[src/rtl/mem_port_arbiter_if.sv]
`default_nettype none
// ----------------------------------------------------------------------------
// mem_port_arbiter_if : I-fetch, load/store and memory port bundle
// Rev 1.0
// ----------------------------------------------------------------------------
interface mem_port_arbiter_if;
  // Instruction-fetch requester
  logic        i_req_valid;
  logic        i_req_ready;
  logic [31:0] i_req_addr;
  logic        i_rsp_valid;
  logic [31:0] i_rsp_data;
  logic        i_rsp_err;

  // Load/store requester
  logic        d_req_valid;
  logic        d_req_ready;
  logic [31:0] d_req_addr;
  logic        d_req_we;
  logic [3:0]  d_req_mask;
  logic [31:0] d_req_wdata;
  logic        d_rsp_valid;
  logic [31:0] d_rsp_data;
  logic        d_rsp_err;

  // Memory port 0
  logic        mem_wr_en;
  logic [3:0]  mem_wr_mask;
  logic [31:0] mem_addr;
  logic [31:0] mem_wdata;
  logic [31:0] mem_rdata;

  // Arbiter view
  modport slave (
    input  i_req_valid, i_req_addr,
    output i_req_ready, i_rsp_valid, i_rsp_data, i_rsp_err,
    input  d_req_valid, d_req_addr, d_req_we, d_req_mask, d_req_wdata,
    output d_req_ready, d_rsp_valid, d_rsp_data, d_rsp_err,
    output mem_wr_en, mem_wr_mask, mem_addr, mem_wdata,
    input  mem_rdata
  );

  // Requester / memory-model view
  modport master (
    output i_req_valid, i_req_addr,
    input  i_req_ready, i_rsp_valid, i_rsp_data, i_rsp_err,
    output d_req_valid, d_req_addr, d_req_we, d_req_mask, d_req_wdata,
    input  d_req_ready, d_rsp_valid, d_rsp_data, d_rsp_err,
    input  mem_wr_en, mem_wr_mask, mem_addr, mem_wdata,
    output mem_rdata
  );
endinterface
`default_nettype wire

[src/rtl/mem_port_arbiter.sv]
`default_nettype none
// ----------------------------------------------------------------------------
// mem_port_arbiter : shares memory port 0 between I-fetch and load/store.
// Optional MEM_ARB_RR_EN selects round-robin instead of fixed priority.
// Rev 1.0
// ----------------------------------------------------------------------------
module mem_port_arbiter #(
  parameter int unsigned MEM_SIZE = 128,
  parameter int unsigned MAX_WAIT = 4
) (
  input  wire logic         clk,
  input  wire logic         rst,
  mem_port_arbiter_if.slave bus
);

  typedef enum logic [0:0] {
    PORT_I = 1'b0,
    PORT_D = 1'b1
  } port_e;

  // Misaligned or any byte of the word past the end of memory
  function automatic logic addr_bad(input logic [31:0] a);
    addr_bad = (a[1:0] != 2'b00) ||
               (({1'b0, a} + 33'd3) >= 33'(MEM_SIZE));
  endfunction

  logic  gnt_i;
  logic  gnt_d;
  logic  i_bad;
  logic  d_bad;

  assign i_bad = addr_bad(bus.i_req_addr);
  assign d_bad = addr_bad(bus.d_req_addr);

`ifdef MEM_ARB_RR_EN
  logic prio_d_q;
  logic prio_d_d;

  always_comb begin
    gnt_i    = 1'b0;
    gnt_d    = 1'b0;
    prio_d_d = prio_d_q;
    if (!rst) begin
      if (bus.i_req_valid && bus.d_req_valid) begin
        gnt_d = prio_d_q;
        gnt_i = !prio_d_q;
      end else begin
        gnt_i = bus.i_req_valid;
        gnt_d = bus.d_req_valid;
      end
    end
    // Favour whichever port was not served by this handshake
    if (gnt_d) begin
      prio_d_d = 1'b0;
    end else if (gnt_i) begin
      prio_d_d = 1'b1;
    end
  end

  always_ff @(posedge clk) begin
    if (rst) begin
      prio_d_q <= 1'b1;
    end else begin
      prio_d_q <= prio_d_d;
    end
  end
`else
  localparam int unsigned CNT_W = (MAX_WAIT < 1) ? 1 : $clog2(MAX_WAIT + 1);

  logic [CNT_W-1:0] wait_q;
  logic [CNT_W-1:0] wait_d;
  logic             starve;

  assign starve = (wait_q == CNT_W'(MAX_WAIT));

  always_comb begin
    gnt_i  = 1'b0;
    gnt_d  = 1'b0;
    wait_d = wait_q;
    if (!rst) begin
      if (bus.i_req_valid && bus.d_req_valid) begin
        gnt_i = starve;
        gnt_d = !starve;
      end else begin
        gnt_i = bus.i_req_valid;
        gnt_d = bus.d_req_valid;
      end
    end
    // Counter cannot pass MAX_WAIT: at that value I wins any contention
    if (!bus.i_req_valid || gnt_i) begin
      wait_d = '0;
    end else if (!starve) begin
      wait_d = wait_q + CNT_W'(1);
    end
  end

  always_ff @(posedge clk) begin
    if (rst) begin
      wait_q <= '0;
    end else begin
      wait_q <= wait_d;
    end
  end
`endif

  assign bus.i_req_ready = gnt_i;
  assign bus.d_req_ready = gnt_d;

  always_comb begin
    bus.mem_addr    = 32'd0;
    bus.mem_wr_en   = 1'b0;
    bus.mem_wr_mask = 4'd0;
    bus.mem_wdata   = 32'd0;
    if (gnt_d) begin
      bus.mem_addr  = bus.d_req_addr;
      bus.mem_wdata = bus.d_req_wdata;
      if (bus.d_req_we && !d_bad) begin
        bus.mem_wr_en   = 1'b1;
        bus.mem_wr_mask = bus.d_req_mask;
      end
    end else if (gnt_i) begin
      bus.mem_addr = bus.i_req_addr;
    end
  end

  // Response tag: one entry covers the single cycle of memory latency
  logic  tag_vld_q;
  logic  tag_vld_d;
  port_e tag_port_q;
  port_e tag_port_d;
  logic  tag_we_q;
  logic  tag_we_d;
  logic  tag_err_q;
  logic  tag_err_d;

  always_comb begin
    tag_vld_d  = gnt_i || gnt_d;
    tag_port_d = gnt_d ? PORT_D : PORT_I;
    tag_we_d   = gnt_d && bus.d_req_we;
    tag_err_d  = 1'b0;
    if (gnt_d) begin
      tag_err_d = d_bad;
    end else if (gnt_i) begin
      tag_err_d = i_bad;
    end
  end

  always_ff @(posedge clk) begin
    if (rst) begin
      tag_vld_q  <= 1'b0;
      tag_port_q <= PORT_D;
      tag_we_q   <= 1'b0;
      tag_err_q  <= 1'b0;
    end else begin
      tag_vld_q  <= tag_vld_d;
      tag_port_q <= tag_port_d;
      tag_we_q   <= tag_we_d;
      tag_err_q  <= tag_err_d;
    end
  end

  logic        rsp_live;
  logic        rsp_i;
  logic        rsp_d;
  logic [31:0] rsp_data;

  // rst is synchronous, so gate here to drop a response whose cycle is reset
  assign rsp_live = tag_vld_q && !rst;
  assign rsp_i    = rsp_live && (tag_port_q == PORT_I);
  assign rsp_d    = rsp_live && (tag_port_q == PORT_D);
  assign rsp_data = (tag_we_q || tag_err_q) ? 32'd0 : bus.mem_rdata;

  assign bus.i_rsp_valid = rsp_i;
  assign bus.i_rsp_err   = rsp_i && tag_err_q;
  assign bus.i_rsp_data  = rsp_i ? rsp_data : 32'd0;

  assign bus.d_rsp_valid = rsp_d;
  assign bus.d_rsp_err   = rsp_d && tag_err_q;
  assign bus.d_rsp_data  = rsp_d ? rsp_data : 32'd0;

endmodule
`default_nettype wire

[src/flat_wrapper.sv]
// flat-port wrapper written by rule: the top's interface ports become plain ports
module mem_port_arbiter_flat 
#(
  parameter int unsigned MEM_SIZE = 128,
  parameter int unsigned MAX_WAIT = 4
)
  (clk, rst, bus_i_req_valid, bus_i_req_addr, bus_i_req_ready, bus_i_rsp_valid, bus_i_rsp_data, bus_i_rsp_err, bus_d_req_valid, bus_d_req_addr, bus_d_req_we, bus_d_req_mask, bus_d_req_wdata, bus_d_req_ready, bus_d_rsp_valid, bus_d_rsp_data, bus_d_rsp_err, bus_mem_wr_en, bus_mem_wr_mask, bus_mem_addr, bus_mem_wdata, bus_mem_rdata);
  mem_port_arbiter_if bus_i ();
  input  wire logic clk;
  input  wire logic rst;
  input wire logic [$bits(bus_i.i_req_valid)-1:0] bus_i_req_valid;
  input wire logic [$bits(bus_i.i_req_addr)-1:0] bus_i_req_addr;
  output wire logic [$bits(bus_i.i_req_ready)-1:0] bus_i_req_ready;
  output wire logic [$bits(bus_i.i_rsp_valid)-1:0] bus_i_rsp_valid;
  output wire logic [$bits(bus_i.i_rsp_data)-1:0] bus_i_rsp_data;
  output wire logic [$bits(bus_i.i_rsp_err)-1:0] bus_i_rsp_err;
  input wire logic [$bits(bus_i.d_req_valid)-1:0] bus_d_req_valid;
  input wire logic [$bits(bus_i.d_req_addr)-1:0] bus_d_req_addr;
  input wire logic [$bits(bus_i.d_req_we)-1:0] bus_d_req_we;
  input wire logic [$bits(bus_i.d_req_mask)-1:0] bus_d_req_mask;
  input wire logic [$bits(bus_i.d_req_wdata)-1:0] bus_d_req_wdata;
  output wire logic [$bits(bus_i.d_req_ready)-1:0] bus_d_req_ready;
  output wire logic [$bits(bus_i.d_rsp_valid)-1:0] bus_d_rsp_valid;
  output wire logic [$bits(bus_i.d_rsp_data)-1:0] bus_d_rsp_data;
  output wire logic [$bits(bus_i.d_rsp_err)-1:0] bus_d_rsp_err;
  output wire logic [$bits(bus_i.mem_wr_en)-1:0] bus_mem_wr_en;
  output wire logic [$bits(bus_i.mem_wr_mask)-1:0] bus_mem_wr_mask;
  output wire logic [$bits(bus_i.mem_addr)-1:0] bus_mem_addr;
  output wire logic [$bits(bus_i.mem_wdata)-1:0] bus_mem_wdata;
  input wire logic [$bits(bus_i.mem_rdata)-1:0] bus_mem_rdata;
  assign bus_i.i_req_valid = bus_i_req_valid;
  assign bus_i.i_req_addr = bus_i_req_addr;
  assign bus_i_req_ready = bus_i.i_req_ready;
  assign bus_i_rsp_valid = bus_i.i_rsp_valid;
  assign bus_i_rsp_data = bus_i.i_rsp_data;
  assign bus_i_rsp_err = bus_i.i_rsp_err;
  assign bus_i.d_req_valid = bus_d_req_valid;
  assign bus_i.d_req_addr = bus_d_req_addr;
  assign bus_i.d_req_we = bus_d_req_we;
  assign bus_i.d_req_mask = bus_d_req_mask;
  assign bus_i.d_req_wdata = bus_d_req_wdata;
  assign bus_d_req_ready = bus_i.d_req_ready;
  assign bus_d_rsp_valid = bus_i.d_rsp_valid;
  assign bus_d_rsp_data = bus_i.d_rsp_data;
  assign bus_d_rsp_err = bus_i.d_rsp_err;
  assign bus_mem_wr_en = bus_i.mem_wr_en;
  assign bus_mem_wr_mask = bus_i.mem_wr_mask;
  assign bus_mem_addr = bus_i.mem_addr;
  assign bus_mem_wdata = bus_i.mem_wdata;
  assign bus_i.mem_rdata = bus_mem_rdata;
  mem_port_arbiter #(.MEM_SIZE(MEM_SIZE), .MAX_WAIT(MAX_WAIT)) u_core (.clk(clk), .rst(rst), .bus(bus_i));
endmodule
[config.mk]
export PLATFORM = sky130hd
export DESIGN_NAME = mem_port_arbiter_flat
export DESIGN_NICKNAME = d
export VERILOG_FILES = /design/src/rtl/mem_port_arbiter_if.sv /design/src/rtl/mem_port_arbiter.sv /design/src/flat_wrapper.sv
export SDC_FILE = /design/constraint.sdc
export NUM_CORES = 1
export LEC_CHECK = 0
export BUFFER_PORTS_ARGS = -buffer_cell sky130_fd_sc_hd__buf_2
export CAP_MARGIN = 20
export CORE_AREA = 2 2 106 108
export DETAILED_ROUTE_END_ITERATION = 8
export DIE_AREA = 0 0 108 110
export HOLD_SLACK_MARGIN = 0.08
export PLACE_DENSITY = 0.59
export SLEW_MARGIN = 25
export SYNTH_ARGS = -nofsm -noshare
export SYNTH_HDL_FRONTEND = slang
export SYNTH_SLANG_ARGS = --single-unit
[constraint.sdc]
create_clock -name clk -period 2.3 [get_ports clk]
set_input_delay 0.345 -clock clk [delete_from_list [all_inputs] [get_ports clk]]
set_output_delay 0.345 -clock clk [all_outputs]
set_load 0.05 [all_outputs]
# After elaboration in Yosys (flattened, before gate mapping)
# Index checks and enable logic that the tools add are counted.
[word_totals]
inputBits = 137
regBits = 7
output_inout_bits = 139
[classes]
add_sub_neg = 3
reduce_logical = 20
magnitude_cmp = 2
n_eq_ne = 1
n_mux = 17
bitwise = 1
[op_table]
columns = ["cell", "count"]
rows = [
  ["two-way mux 32 bit", 6],
  ["adder 32 x 2 -> 33 bit, second input constant", 2],
  ["greater-or-equal comparator 33 x 8 -> 1 bit, second input constant", 2],
  ["two-way mux 1 bit", 9],
  ["logical AND 1 bit", 8],
  ["two-way mux 4 bit", 2],
  ["logical OR 1 bit", 5],
  ["logical NOT 1 bit", 4],
  ["nonzero test 2 bit", 2],
  ["adder 3 x 1 -> 3 bit, second input constant", 1],
  ["equality test 3 bit, second input constant", 1],
  ["OR reduction 2 bit", 1],
  ["inverter 1 bit", 1],
]

# Depth between registers and ports, before layout
[logic_depth]
word_depth = 7
depth_mapped = 8

# Worst setup path after synthesis
# No wires, ideal clock.
[synth_timing]
path_kind = "input to output"
from = "input bus_d_req_addr[1]"
to = "output bus_mem_wr_mask[0]"
arrival_ns = 2.895
setup_slack_ns = -0.940
path_stages = 7
path_buffers = 0
cell_sequence = "o211ai_1 > or4_4 > nor3_2 > a2bb2oi_1 > a2111o_1 > nor4b_4 > and2_1"
[synth_via]
elab_chain_len = 7
[synth_lines]
columns = ["item", "line_no", "source"]
rows = [
  ["start, declared", "flat_wrapper.sv:18", "input wire logic [$bits(bus_i.d_req_addr)-1:0] bus_d_req_addr;"],
  ["adder 32 x 2 -> 33 bit", "mem_port_arbiter.sv:24", "(({1'b0, a} + 33'd3) >= 33'(MEM_SIZE));"],
  ["greater-or-equal comparator 33 x 8 -> 1 bit", "mem_port_arbiter.sv:24", ""],
  ["logical OR 1 bit *", "mem_port_arbiter.sv:23", "addr_bad = (a[1:0] != 2'b00) ||"],
  ["logical NOT 1 bit *", "mem_port_arbiter.sv:117", "if (bus.d_req_we && !d_bad) begin"],
  ["logical AND 1 bit *", "mem_port_arbiter.sv:117", ""],
  ["two-way mux 4 bit *", "mem_port_arbiter.sv:117", ""],
  ["two-way mux 4 bit *", "mem_port_arbiter.sv:114", "if (gnt_d) begin"],
  ["end, declared", "flat_wrapper.sv:27", "output wire logic [$bits(bus_i.mem_wr_mask)-1:0] bus_mem_wr_mask;"],
]
# Every way passes the cells marked *; elsewhere a longest branch is shown, timed or not.

# Final worst setup path
[layout_timing]
from = "input bus_d_req_addr[0]"
to = "output bus_mem_wr_mask[2]"
# Same word-level chain as after synthesis.

==> results.sh <==
export IMPL_syn_inst=345
export IMPL_synth_area_um2=2296
export IMPL_vias=4161
export IMPL_syn_nets=484
export IMPL_grt_usage=0.2103
export IMPL_crit_path_max_incr_delay_ns=0.43
export IMPL_seq_area_frac_synth=0.06104
export IMPL_cts_buffers=3
export IMPL_wire_per_inst_um=17.23
export IMPL_setup_viol=5
export IMPL_instances_no_fill=806
export IMPL_arrival_ns=2.50
export IMPL_clock_latency_ns=0.23
export IMPL_ys_ff_latch=7
export IMPL_grt_overflow=0
export IMPL_status="complete, but fails checks"
export IMPL_max_freq_ghz=0.3518
export IMPL_path_cells="buf_8, o211ai_1, buf_4, nor4_4, and3_1, a31oi_1, a2111o_1, nor4b_4, buf_4, and2_4, buf_8"
export IMPL_ys_async_sr_fraction=0
export IMPL_synthDistinctLibCells=55
export IMPL_period_share=1.236
export IMPL_synth_main_ff_cell="dfxtp_1"
export IMPL_initial_core_util=0.2146
export IMPL_synthToLayoutAreaGrowth_pct=104.6
export IMPL_dr_pass1_iters=4
export IMPL_violations="setup timing"
export IMPL_dp_hpwl_um=11570
export IMPL_critPathSlowestCell="a2111o_1"
export IMPL_ys_warn_count=0
export IMPL_crit_type="in2out"
export IMPL_cap_violations=0
export IMPL_h_tree_depth=1
export IMPL_dp_cells=790
export IMPL_grt_max_degree=65
export IMPL_rows=38
export IMPL_maxSlewViolCount=0
export IMPL_fin_crit_ns=2.842
export IMPL_die_h_um=110
export IMPL_endpoint_kind="output port"
export IMPL_critical_path_top_delay_family="simple AND/OR/NAND/NOR gates"
export IMPL_crit_path_start_kind="input port"
export IMPL_ctsLongestPathBuffers=2
export IMPL_grt_pass1_wl_um=19420
export IMPL_numClockSinks=7
export IMPL_yosys_area_top_type="and3_1"
export IMPL_cp_required_ns=1.96
export IMPL_ios=276
export IMPL_hold_violations=0
export IMPL_drt_iter0_markers=262
export IMPL_root_buffer="clkbuf_8"
export IMPL_gp_congestion=0.8975
export IMPL_path_clk_slew_ns=0.04
export IMPL_hold_path_class="in2reg"
export IMPL_syn_avg_cell_area_um2=6.655
export IMPL_power_density_nw_per_um2=253.8
export IMPL_layout_commonest_cell="buf_2"
export IMPL_max_slew_margin=0.5511
export IMPL_vdd_drop_max_v=0.0001248
export IMPL_hold_buffers=0
export IMPL_dieArea_um2=11880
export IMPL_portBuffers=275
export IMPL_synth_edf_count=0
export IMPL_cp_max_fo=5
export IMPL_die_w_um=108
export IMPL_wirelength_um=13890
export IMPL_netlist_area_leader_share=0.2752
export IMPL_antenna_found_initial=5
export IMPL_core_um2=10700
export IMPL_clock_skew_final_ns=0.0005940
export IMPL_yosys_top_cells_area="and3_1, a22o_1, dfxtp_1"
export IMPL_setup_ws_ns=-0.5423
export IMPL_layout_drive_gt1_share=0.5648
export IMPL_setup_tns_ns=-2.622
export IMPL_ant_nets=0
export IMPL_p_leak_nw=2.812
export IMPL_cts_tree="built"
export IMPL_grt_pass1_vias=3687
export IMPL_drc=0
export IMPL_crit_buf_inv=4
export IMPL_worstMarginPinSlew_ns=0.6672
export IMPL_rsz0062_at_grt="yes"
export IMPL_nNetsFinal=804
export IMPL_most_common_layout_cells="buf_2, and3_1, buf_4"
export IMPL_via_per_inst=5.163
-- through the flow --
step	total power [W]	setup WS (ns)	util	cell area (um2)	hold slack [ns]
6_report	0.001192	-0.5423	0.4391	4697	0.4003
3_3_place_gp	0.0009635	-0.6971	0.4033	4314	0.4402
3_5_place_dp	0.0009742	-0.7587	0.4033	4314	0.4563
5_1_grt	0.001251	-0.6953	0.4391	4697	0.4180
4_1_cts	0.001177	-0.4796	0.4285	4584	0.4000
2_1_floorplan	0.0005963	-0.8040	-	2321	0.4247
-- cell usage after synthesis (2+ instances only) --
cell and instances:
clkbuf_1 29, nor3b_1 3, o21ai_0 9, nand2_1 24
xor2_1 2, a211oi_1 4, inv_1 6, a21oi_1 4
and4_1 4, nor4_2 2, a22o_1 30, nor2_1 14
nor3_1 12, nand3_1 14, o21ai_1 2, dfxtp_1 7
o211ai_1 4, a31oi_1 2, o2bb2ai_1 2, ha_1 2
and3_1 101, nor2b_1 2, or4_1 5, a311oi_1 3
nand4_1 10, nand2b_1 4, nor4_1 5, and2_1 8
o221ai_1 2, mux2i_1 4
-- worst reg2reg max path, cell delays in order, from the launching register on --
cell and delay [ns]:
dfxtp_1 0.35, inv_1 0.06, ha_1 0.22, nand3_1 0.16
nand2_1 0.12, buf_4 0.18, o2bb2ai_1 0.17
-- state kept, by name, indices dropped and copies added, names as in the netlist --
| name | flops |
|---|---|
| u_core.tag_we_q | 1 |
| u_core.tag_port_q | 1 |
| u_core.wait_q | 3 |
| u_core.tag_vld_q | 1 |
| u_core.tag_err_q | 1 |
-- logic make-up (layout without fill, tap and decap cells) --
family	after synthesis	count (layout)	synth area share
flops	7	7	0.06103
simple gates	220	220	0.5864
buf+inv	36	355	0.05885
other cells	0	2	0
xor+xnor	3	3	0.01145
mux	6	6	0.03215
fa+ha+maj	2	2	0.01090
compound gates	71	71	0.2392
-- where the power goes --
group,switching (W),leakage (nW),internal [W],total (W)
combinational,0.000560,2.73,0.000327,0.000887
sequential,0.00000390,0.0577,0.000127,0.000131
clock,0.0000540,0.0228,0.000120,0.000174
total,0.000618,2.81,0.000574,0.00119
-- cell type report --
type / count / area (um2)
multi-input combinational: 302 / 2131
sequential: 7 / 140.1
timing repair buffer: 344 / 2175
clock buffer: 4 / 45.04
inverter: 7 / 26.28
antenna: 2 / 5.005
tap: 140 / 175.2
fill: 1074 / 6001
-- final timing paths --
check	startpoint	end	slack (ns)	depth (start not counted)
max	bus_d_req_addr[0]	bus_mem_wr_mask[2]	-0.54	11
min	bus_d_req_valid	u_core.tag_port_q$_SDFF_PP1_	0.40	3
min reg2reg	u_core.wait_q[0]$_SDFFE_PP0N_	u_core.wait_q[0]$_SDFFE_PP0N_	0.46	1
max reg2reg	u_core.wait_q[0]$_SDFFE_PP0N_	u_core.tag_err_q$_SDFF_PP0_	0.97	6
-- metal layers --
| metal | vias up | global-route usage | routed length [um] |
|---|---|---|---|
| met5 | - | 0 | 44 |
| met4 | 6 | 0.07601 | 333 |
| met3 | 27 | 0.03292 | 1005 |
| met2 | 204 | 0.4146 | 7433 |
| met1 | 1933 | 0.2245 | 5069 |
| li1 | 1991 | - | - |
-- timing repair --
action	4_1_cts	5_1_grt
setup buffers	5	5
setup endpoints to repair	5	30
resized for setup	43	23
endpoints found under the hold margin	0	0
pin swaps	20	12
(Power assumes the default switching activity.)
